==> src/rtl/fpu_dispatch_pkg.sv <==
// Shared types and constants for the FPU dispatch / reorder-buffer block.
// Latency: n/a (declarations only).
// Backpressure: n/a.
// Contents: ROB entry control struct, unit-index conventions, FPU funct5 opcodes.
package fpu_dispatch_pkg;

  // Unit index conventions used by the execute stage.
  localparam int UNIT_FAST = 0;
  localparam int UNIT_SLOW = 1;

  // FPU funct5 encodings shared with the FPU units (single precision).
  localparam logic [4:0] FUNCT5_FADD    = 5'b00000;
  localparam logic [4:0] FUNCT5_FSUB    = 5'b00001;
  localparam logic [4:0] FUNCT5_FMUL    = 5'b00010;
  localparam logic [4:0] FUNCT5_FDIV    = 5'b00011;
  localparam logic [4:0] FUNCT5_FSGNJ   = 5'b00100;
  localparam logic [4:0] FUNCT5_FMINMAX = 5'b00101;
  localparam logic [4:0] FUNCT5_FSQRT   = 5'b01011;
  localparam logic [4:0] FUNCT5_FCMP    = 5'b10100;
  localparam logic [4:0] FUNCT5_FCVT_WS = 5'b11000;
  localparam logic [4:0] FUNCT5_FCVT_SW = 5'b11010;

  // Control part of a ROB entry. The result data lives in a parallel array in
  // the top level because its width follows the XLEN parameter.
  typedef struct packed {
    logic       busy;
    logic       done;
    logic       killed;
    logic [4:0] rd_addr;
  } rob_entry_t;

endpackage

==> src/rtl/fpu_tag_fifo.sv <==
// Per-unit FIFO of ROB indices for ops issued to that unit, popped as results return.
// Latency: push visible at the head one cycle later; head read is combinational.
// Backpressure: push ignored when full, pop ignored when empty (caller guards both).
// Ports: clk/rst, push_i/push_dat_i, pop_i, pop_dat_o (current head), empty_o, full_o.
module fpu_tag_fifo #(
  parameter int DEPTH = 4,
  parameter int WIDTH = 2
) (
  input  logic             clk,
  input  logic             rst,
  input  logic             push_i,
  input  logic [WIDTH-1:0] push_dat_i,
  input  logic             pop_i,
  output logic [WIDTH-1:0] pop_dat_o,
  output logic             empty_o,
  output logic             full_o
);

  localparam int PTR_W = (DEPTH > 1) ? $clog2(DEPTH) : 1;
  localparam logic [PTR_W:0] CNT_FULL = (PTR_W + 1)'(DEPTH);

  logic [WIDTH-1:0] mem_q [DEPTH];
  logic [PTR_W-1:0] wr_q, rd_q;
  logic [PTR_W:0]   cnt_q;
  logic             do_push, do_pop;

  assign empty_o   = (cnt_q == '0);
  assign full_o    = (cnt_q == CNT_FULL);
  assign pop_dat_o = mem_q[rd_q];
  assign do_push   = push_i && !full_o;
  assign do_pop    = pop_i && !empty_o;

  always_ff @(posedge clk or posedge rst) begin
    if (rst) begin
      for (int i = 0; i < DEPTH; i++) mem_q[i] <= '0;
      wr_q  <= '0;
      rd_q  <= '0;
      cnt_q <= '0;
    end else begin
      if (do_push) begin
        mem_q[wr_q] <= push_dat_i;
        wr_q        <= wr_q + PTR_W'(1);
      end
      if (do_pop) rd_q <= rd_q + PTR_W'(1);
      cnt_q <= cnt_q + (PTR_W + 1)'(do_push) - (PTR_W + 1)'(do_pop);
    end
  end

endmodule

==> src/rtl/fpu_dispatch_rob.sv <==
// Dispatches FP ops to NUM_UNITS FPU units and commits results in issue order via a ROB.
// Latency: unit_en one cycle after accept; result written at edge R commits from cycle R+1.
// Backpressure: issue_ready drops on ROB full, target unit busy or flush; wb_ready stalls commit.
// Ports: issue_* (execute stage in), unit_* (to/from FPU units), wb_* (writeback out),
//        flush, occupancy (live entries), proto_err (sticky stray result strobe).
module fpu_dispatch_rob
  import fpu_dispatch_pkg::*;
#(
  parameter int XLEN      = 32,
  parameter int NUM_UNITS = 2,
  parameter int ROB_DEPTH = 4,
  localparam int UNIT_W   = (NUM_UNITS > 1) ? $clog2(NUM_UNITS) : 1,
  localparam int IDX_W    = $clog2(ROB_DEPTH)
) (
  input  logic                      clk,
  input  logic                      rst,
  input  logic                      issue_valid,
  output logic                      issue_ready,
  input  logic [UNIT_W-1:0]         issue_unit,
  input  logic [XLEN-1:0]           issue_rd1,
  input  logic [XLEN-1:0]           issue_rd2,
  input  logic [XLEN-1:0]           issue_rd3,
  input  logic [2:0]                issue_rm,
  input  logic [4:0]                issue_funct5,
  input  logic [4:0]                issue_rd_addr,
  input  logic                      flush,
  output logic [NUM_UNITS-1:0]      unit_en,
  output logic [XLEN-1:0]           unit_rd1,
  output logic [XLEN-1:0]           unit_rd2,
  output logic [XLEN-1:0]           unit_rd3,
  output logic [2:0]                unit_rm,
  output logic [4:0]                unit_funct5,
  input  logic [NUM_UNITS-1:0]      unit_busy,
  input  logic [NUM_UNITS-1:0]      unit_valid,
  input  logic [NUM_UNITS*XLEN-1:0] unit_result,
  output logic                      wb_valid,
  input  logic                      wb_ready,
  output logic [XLEN-1:0]           wb_data,
  output logic [4:0]                wb_rd_addr,
  output logic [IDX_W:0]            occupancy,
  output logic                      proto_err
);

  localparam logic [IDX_W:0] ROB_FULL = (IDX_W + 1)'(ROB_DEPTH);

  rob_entry_t             rob_q  [ROB_DEPTH];
  rob_entry_t             rob_d  [ROB_DEPTH];
  logic [XLEN-1:0]        data_q [ROB_DEPTH];
  logic [XLEN-1:0]        data_d [ROB_DEPTH];
  logic [IDX_W-1:0]       head_q, head_d, tail_q, tail_d;
  logic [IDX_W:0]         count_q, count_d;
  logic [NUM_UNITS-1:0]   unit_en_q, unit_en_d;
  logic [XLEN-1:0]        rd1_q, rd1_d, rd2_q, rd2_d, rd3_q, rd3_d;
  logic [2:0]             rm_q, rm_d;
  logic [4:0]             f5_q, f5_d;
  logic                   proto_err_q, proto_err_d;

  logic [IDX_W-1:0]       fifo_head  [NUM_UNITS];
  logic [NUM_UNITS-1:0]   fifo_push, fifo_pop, fifo_empty, fifo_full;

  logic                   unit_ok, accept, free, commit_vld;
  rob_entry_t             head_ent;

  // Guards against an out-of-range unit index when NUM_UNITS is not a power of two.
  assign unit_ok = (32'(issue_unit) < 32'(NUM_UNITS));

  // Free slots from this cycle's commit are deliberately not bypassed into ready.
  assign issue_ready = (count_q < ROB_FULL) && unit_ok && !unit_busy[issue_unit]
                       && !fifo_full[issue_unit] && !flush;
  assign accept      = issue_valid && issue_ready;

  assign head_ent   = rob_q[head_q];
  assign commit_vld = head_ent.busy && head_ent.done && !head_ent.killed && !flush;
  // Killed entries retire silently once their late result has landed.
  assign free       = head_ent.busy && head_ent.done && (head_ent.killed || (wb_ready && !flush));

  assign wb_valid   = commit_vld;
  assign wb_data    = data_q[head_q];
  assign wb_rd_addr = head_ent.rd_addr;
  assign occupancy  = count_q;
  assign proto_err  = proto_err_q;
  assign unit_en    = unit_en_q;
  assign unit_rd1   = rd1_q;
  assign unit_rd2   = rd2_q;
  assign unit_rd3   = rd3_q;
  assign unit_rm    = rm_q;
  assign unit_funct5 = f5_q;

  // One tag FIFO per unit: units return results in the order they received ops,
  // so the FIFO head always names the ROB entry the next strobe belongs to.
  for (genvar u = 0; u < NUM_UNITS; u++) begin : g_tag
    assign fifo_push[u] = accept && (issue_unit == UNIT_W'(u));
    assign fifo_pop[u]  = unit_valid[u] && !fifo_empty[u];

    fpu_tag_fifo #(
      .DEPTH (ROB_DEPTH),
      .WIDTH (IDX_W)
    ) u_tag_fifo (
      .clk        (clk),
      .rst        (rst),
      .push_i     (fifo_push[u]),
      .push_dat_i (tail_q),
      .pop_i      (fifo_pop[u]),
      .pop_dat_o  (fifo_head[u]),
      .empty_o    (fifo_empty[u]),
      .full_o     (fifo_full[u])
    );
  end

  always_comb begin
    rob_d       = rob_q;
    data_d      = data_q;
    proto_err_d = proto_err_q;

    // Flush kills everything live; tags stay queued so late results still find their slot.
    if (flush) begin
      for (int i = 0; i < ROB_DEPTH; i++) begin
        if (rob_q[i].busy) rob_d[i].killed = 1'b1;
      end
    end

    // Concurrent strobes from different units always target distinct entries.
    for (int u = 0; u < NUM_UNITS; u++) begin
      if (unit_valid[u]) begin
        if (fifo_empty[u]) begin
          proto_err_d = 1'b1;
        end else begin
          rob_d[fifo_head[u]].done = 1'b1;
          data_d[fifo_head[u]]     = unit_result[u*XLEN +: XLEN];
        end
      end
    end

    // Head (freed) and tail (accepted) cannot coincide: accept needs a free slot.
    if (free) rob_d[head_q] = '0;
    if (accept) begin
      rob_d[tail_q].busy    = 1'b1;
      rob_d[tail_q].done    = 1'b0;
      rob_d[tail_q].killed  = 1'b0;
      rob_d[tail_q].rd_addr = issue_rd_addr;
    end

    head_d  = head_q + IDX_W'(free);
    tail_d  = tail_q + IDX_W'(accept);
    count_d = count_q + (IDX_W + 1)'(accept) - (IDX_W + 1)'(free);

    unit_en_d = '0;
    if (accept) unit_en_d[issue_unit] = 1'b1;
    rd1_d = accept ? issue_rd1     : rd1_q;
    rd2_d = accept ? issue_rd2     : rd2_q;
    rd3_d = accept ? issue_rd3     : rd3_q;
    rm_d  = accept ? issue_rm      : rm_q;
    f5_d  = accept ? issue_funct5  : f5_q;
  end

  always_ff @(posedge clk or posedge rst) begin
    if (rst) begin
      for (int i = 0; i < ROB_DEPTH; i++) begin
        rob_q[i]  <= '0;
        data_q[i] <= '0;
      end
      head_q      <= '0;
      tail_q      <= '0;
      count_q     <= '0;
      unit_en_q   <= '0;
      rd1_q       <= '0;
      rd2_q       <= '0;
      rd3_q       <= '0;
      rm_q        <= '0;
      f5_q        <= '0;
      proto_err_q <= 1'b0;
    end else begin
      rob_q       <= rob_d;
      data_q      <= data_d;
      head_q      <= head_d;
      tail_q      <= tail_d;
      count_q     <= count_d;
      unit_en_q   <= unit_en_d;
      rd1_q       <= rd1_d;
      rd2_q       <= rd2_d;
      rd3_q       <= rd3_d;
      rm_q        <= rm_d;
      f5_q        <= f5_d;
      proto_err_q <= proto_err_d;
    end
  end

endmodule

==> config.mk <==
export PLATFORM = sky130hd
export DESIGN_NAME = fpu_dispatch_rob
export DESIGN_NICKNAME = d
export VERILOG_FILES = /design/src/rtl/fpu_dispatch_pkg.sv /design/src/rtl/fpu_tag_fifo.sv /design/src/rtl/fpu_dispatch_rob.sv
export SDC_FILE = /design/constraint.sdc
export NUM_CORES = 1
export LEC_CHECK = 0
export CELL_PAD_IN_SITES_DETAIL_PLACEMENT = 1
export CELL_PAD_IN_SITES_GLOBAL_PLACEMENT = 2
export CORE_ASPECT_RATIO = 1.4
export CORE_UTILIZATION = 35
export DETAILED_ROUTE_END_ITERATION = 12
export GPL_ROUTABILITY_DRIVEN = 1
export HOLD_SLACK_MARGIN = 0.15
export MAX_ROUTING_LAYER = met4
export PLACE_DENSITY_LB_ADDON = 0.1
export SYNTH_ARGS = -nofsm -noshare
export SYNTH_HDL_FRONTEND = slang
export SYNTH_SLANG_ARGS = --single-unit
==> constraint.sdc <==
create_clock -name clk -period 24.4 [get_ports clk]
set_input_delay 4.88 -clock clk [delete_from_list [all_inputs] [get_ports clk]]
set_output_delay 4.88 -clock clk [all_outputs]
set_load 0.005 [all_outputs]
# ---- Word level (Yosys, flattened, before mapping)
# Cells that the tools add are included.
dict set report op_classes {
  addsub 12
  n_mul 0
  n_div 0
  n_lt_le_gt_ge 17
  n_eq_ne 2
  n_shift 0
  mux 73
  bitwise_logic 11
  n_reduce_logical 35
}
# cell n
set ops {}
lappend ops {{128-bit two-way mux} 4}
lappend ops {{32-bit two-way mux} 10}
lappend ops {{128-bit bitwise mux} 2}
lappend ops {{32-bit bitwise mux} 6}
lappend ops {{32-bit demux with 2-bit select} 2}
lappend ops {{8-bit demux with 2-bit select} 7}
lappend ops {{32-bit binary-select mux with 2-bit select} 1}
lappend ops {{32-bit AND} 1}
lappend ops {{8-bit two-way mux} 4}
lappend ops {{32-bit NOT} 1}
lappend ops {{3-bit >= comparator (second input constant)} 8}
lappend ops {{1-bit logical AND} 24}
lappend ops {{2-bit NOT with 3-bit output} 8}
lappend ops {{7-bit two-way mux} 3}
lappend ops {{3-bit by 1-bit less-than comparator with 1-bit output (second input constant)} 6}
lappend ops {{1-bit two-way mux} 17}
lappend ops {{8-bit binary-select mux with 2-bit select} 1}
lappend ops {{8-bit bitwise mux} 2}
lappend ops {{2-bit two-way mux} 7}
lappend ops {{3-bit by 1-bit adder with 3-bit output} 3}
lappend ops {{3-bit by 1-bit subtractor with 3-bit output} 3}
lappend ops {{2-bit by 1-bit adder with 2-bit output (second input constant)} 4}
lappend ops {{2-bit binary-select mux with 2-bit select} 2}
lappend ops {{2-bit demux with 2-bit select} 2}
lappend ops {{other kinds (12)} 22}
dict set report word_totals {
  reg_bits 304
  latchBits 0
  ramBits 0
  rom_bits 0
  in_bits 183
  output_inout_bits 149
  elab_cells 194
  mem_count 0
}

# ---- Depth between registers and ports, before layout
dict set report depth {
  depth_word 22
  ltp_mapped 13
  depth_no_buf 11
}

# ---- Cells and area by module
# Synthesis repeated with hierarchy kept, for this count alone.
dict set report hier_totals {
  hier_cells 1340
  hier_area_um2 14122.3
}
# module instances cells_per_inst area_each_um2 seq_area_each_um2
set modules_own_cells {}
lappend modules_own_cells {fpu_dispatch_rob 1 1226 12593.3 6856.6}
lappend modules_own_cells {fpu_tag_fifo 2 57 764.5 375.4}

# ---- Worst setup path before layout
# No wires, ideal clock.
dict set report synth_timing {
  path_kind {input-to-output}
  from {input port unit_busy[1]}
  to {output port issue_ready}
  arrival_ns 5.928
  t_required_ns 19.520
  path_slack_ns 13.592
  stages 3
  n_path_buf 1
  path_cell_list {or4b_1 -> o22ai_2 -> buf_2}
}
dict set report synth_via {
  elab_chain_cells 6
}
# element line_no
set synth_rtl {}
lappend synth_rtl {{from (decl)} fpu_dispatch_rob.sv:33} ;# input logic [NUM_UNITS-1:0] unit_busy,
lappend synth_rtl {{1-bit two-way mux (not written as such) (2 in series)} fpu_dispatch_rob.sv:68} ;# assign issue_ready = (count_q < ROB_FULL) && unit_ok && !unit_busy[issue_unit]
lappend synth_rtl {{1-bit zero test} fpu_dispatch_rob.sv:68}
lappend synth_rtl {{1-bit logical AND} fpu_dispatch_rob.sv:68}
lappend synth_rtl {{1-bit logical AND (2 in series)} fpu_dispatch_rob.sv:69} ;# && !fifo_full[issue_unit] && !flush;
lappend synth_rtl {{to (decl)} fpu_dispatch_rob.sv:18} ;# output logic issue_ready,
# No other way between the ends. The select of a mux whose other input is x is not followed.

# ---- Worst setup path after layout
dict set report layout_timing {
  from {input port flush}
  to {output port issue_ready}
}
dict set report layout_via {
  elab_chain_cells 2
}
# element line_no
set layout_rtl {}
lappend layout_rtl {{from (decl)} fpu_dispatch_rob.sv:26} ;# input logic flush,
lappend layout_rtl {{1-bit zero test} fpu_dispatch_rob.sv:69}
lappend layout_rtl {{1-bit logical AND} fpu_dispatch_rob.sv:69}
# No other way between the ends.

==> results.json <==
{
  "yosysMostFrequentCell": "dfrtp_1",
  "post-route-period-util_pct": 50.1,
  "slowest_delay_ns": 0.65,
  "ant_nets": 0,
  "cts_resized": 0,
  "critPathLaunch": "flush",
  "drive_gt1_share_pct": 16.2,
  "finalHoldViolCount": 0,
  "synthesis.nets": 1446,
  "drtIter0Drc": 554,
  "port_buffers": 331,
  "gp_congestion": 0.733,
  "yosysWarnings": 0,
  "endpoint_kind": "output pin",
  "fin_crit_ns": 12.24,
  "antenna_found_initial": 1,
  "rsz0062_at_grt": "no",
  "remaining_drc_errors": 0,
  "syn-cell-area_um2": 14000,
  "cpMostUsedCell": "clkdlybuf4s50_1",
  "crit_end": "issue_ready",
  "synthCells": 1244,
  "setup_viol": 0,
  "synthFlopType": "dfrtp_1",
  "post-cts-setup-buffers": 0,
  "reg2reg_depth": 11,
  "total_power_uw": 2510,
  "synth-seq-area-share_pct": 54.3,
  "vdd_drop_max_uv": 78.1,
  "route.vias.total": 10700,
  "worst-path-max-fanout": 16,
  "final_core_util_pct": 48.3,
  "clock-skew-final_ns": 0.0255,
  "die_area_um2": 40900,
  "timing.critical_path.required_ns": 19.52,
  "reg2reg_from": "head_q[0]",
  "fin_nets": 1752,
  "synthesis.area_per_instance_um2": 11.3,
  "cts_buffer_depth": 3,
  "hp-class": "flip-flop to flip-flop",
  "crit_path_start_kind": "primary input",
  "start_util_pct": 35.6,
  "insertion_delay_ns": 0.54,
  "reg2reg_to": "occupancy[2]",
  "synth_top_area_share_pct": 54.3,
  "cts_hold_buf": 0,
  "cts_tree": "built",
  "fmax_ghz": 0.0817,
  "ios": 332,
  "synth_edf_count": 0,
  "post-synth-top-area-cell": "dfrtp_1",
  "row_count": 86,
  "synthTopCellsByArea": "dfrtp_1 (54%), nand2_1 (7.8%), mux4_2 (6.7%)",
  "critPathKind": "primary input to output pin",
  "p_leak_uw": 0.00853,
  "critical_path.cell_chain": "clkdlybuf4s50_1, or4b_1, o22ai_2, clkdlybuf4s50_1",
  "grt_overflow_total": 0,
  "totalWireLength_mm": 44.7,
  "first_global_vias": 11900,
  "synth.distinct_cells": 46,
  "slew_headroom_pct": 32.9,
  "dieWidth_um": 171,
  "synth_seq_cells": 304,
  "clk_pin_slew_ns": 0.06,
  "syn2layout_area_growth_pct": 35.6,
  "maxSlewViolCount": 0,
  "cts.sinks": 304,
  "numCtsBuffers": 35,
  "slowest_stage": "clkdlybuf4s50_1",
  "tns_ns": 0,
  "finalInstanceArea_um2": 19000,
  "cts_root_buf": "clkbuf_16",
  "cts_htree_levels": 2,
  "dpl.hpwl_mm": 28.2,
  "vias_per_cell": 5.10,
  "tightestPinTransition_ns": 1.00,
  "core_um2": 39400,
  "arrival_ns": 7.36,
  "async_flop_share_pct": 100,
  "die_h_um": 239,
  "outcome": "finished, final reports clean",
  "power_density_nw_per_um2": 132,
  "dpl_cell_area_um2": 17800,
  "r2r_slack_ns": 20.67,
  "maxCapViolations": 0,
  "synth_common_cells": "dfrtp_1 (304), nand2_1 (292), nor2_1 (131)",
  "grt_pass1_wl_mm": 69.6,
  "grt.total_usage_pct": 23.1,
  "drt_pass1_iterations": 6,
  "grt_max_degree": 95,
  "detail_route.wl_per_cell_um": 21.3
}
-- worst min path at each step --
stage                         start        end  slack (ns)  cells after the start
after floorplan           proto_err  proto_err        0.47                      1
after global placement    proto_err  proto_err        0.47                      1
after detailed placement  proto_err  proto_err        0.47                      1
after CTS                 proto_err  proto_err        0.49                      1
after global routing      proto_err  proto_err        0.52                      1
final                     proto_err  proto_err        0.49                      1
-- stage by stage --
step | worst slack, ns | std cells | hold slack [ns]
floorplan | 11.12 | 1244 | 0.472
global placement | 12.18 | 2041 | 0.469
detailed placement | 12.17 | 2041 | 0.467
CTS | 12.16 | 2103 | 0.492
global route | 12.08 | 2104 | 0.517
finish | 12.16 | 2104 | 0.490
-- critical path, delay by kind of cell --
family          cells  cell delay (ns)
simple gates        1             0.58
buf+inv             2             1.28
compound gates      1             0.61
-- logic make-up after synthesis --
| family | count (synthesis) | synth area share [%] |
|---|---|---|
| fa+ha+maj | 19 | 1.86 |
| mux | 184 | 19.3 |
| xor+xnor | 14 | 0.875 |
| compound gates | 147 | 6.78 |
| buf+inv | 108 | 3.27 |
| flops | 304 | 54.3 |
| simple gates | 468 | 13.7 |
-- registers in the layout (all words and copies together) (netlist names) --
name / cells
g_tag.u_tag_fifo.wr_q: 4
g_tag.u_tag_fifo.cnt_q: 6
g_tag.u_tag_fifo.mem_q: 16
tail_q: 2
unit_rm: 3
unit_rd1: 32
head_q: 2
g_tag.u_tag_fifo.rd_q: 4
proto_err: 1
data_q: 128
unit_funct5: 5
occupancy: 3
unit_rd2: 32
unit_en: 2
unit_rd3: 32
rob_q: 32
-- layout make-up --
class                           instances  area (um2)
Timing Repair Buffer                  348        3440
Clock inverter                         14         156
Tap cell                              528         661
Fill cell                            4216       20400
Sequential cell                       304        7610
Clock buffer                           48        1040
Multi-Input combinational cell        832        5980
Inverter                               29         119
Antenna cell                            1        2.50
-- layout by cell type, fill, tap and decap left out, types with 5 or more instances in the layout --
master / Yosys / routed
a31oi_1: 128 / 128
and3_1: 5 / 5
buf_4: 0 / 17
clkbuf_16: 0 / 37
clkbuf_8: 0 / 7
clkdlybuf4s50_1: 0 / 331
clkinv_2: 0 / 7
dfrtp_1: 304 / 302
ha_1: 16 / 16
inv_1: 27 / 26
mux2_2: 73 / 73
mux2_4: 49 / 49
mux2i_1: 20 / 20
mux4_2: 42 / 42
nand2_1: 292 / 292
nand4_1: 8 / 8
nor2_1: 131 / 131
xnor2_1: 11 / 11
-- metal layers --
metal,global-route usage (%),wire (um),vias up
li1,-,-,4917
met1,27.5,18200,5491
met2,39.7,23300,266
met3,4.57,2360,60
met4,6.28,857,0
met5,-,0,-
-- power breakdown --
group | total, uW | internal, uW | switching [uW]
Clock | 549 | 330 | 219
Sequential | 914 | 748 | 166
Combinational | 1050 | 611 | 439
Power figures use the tool's default switching activity.
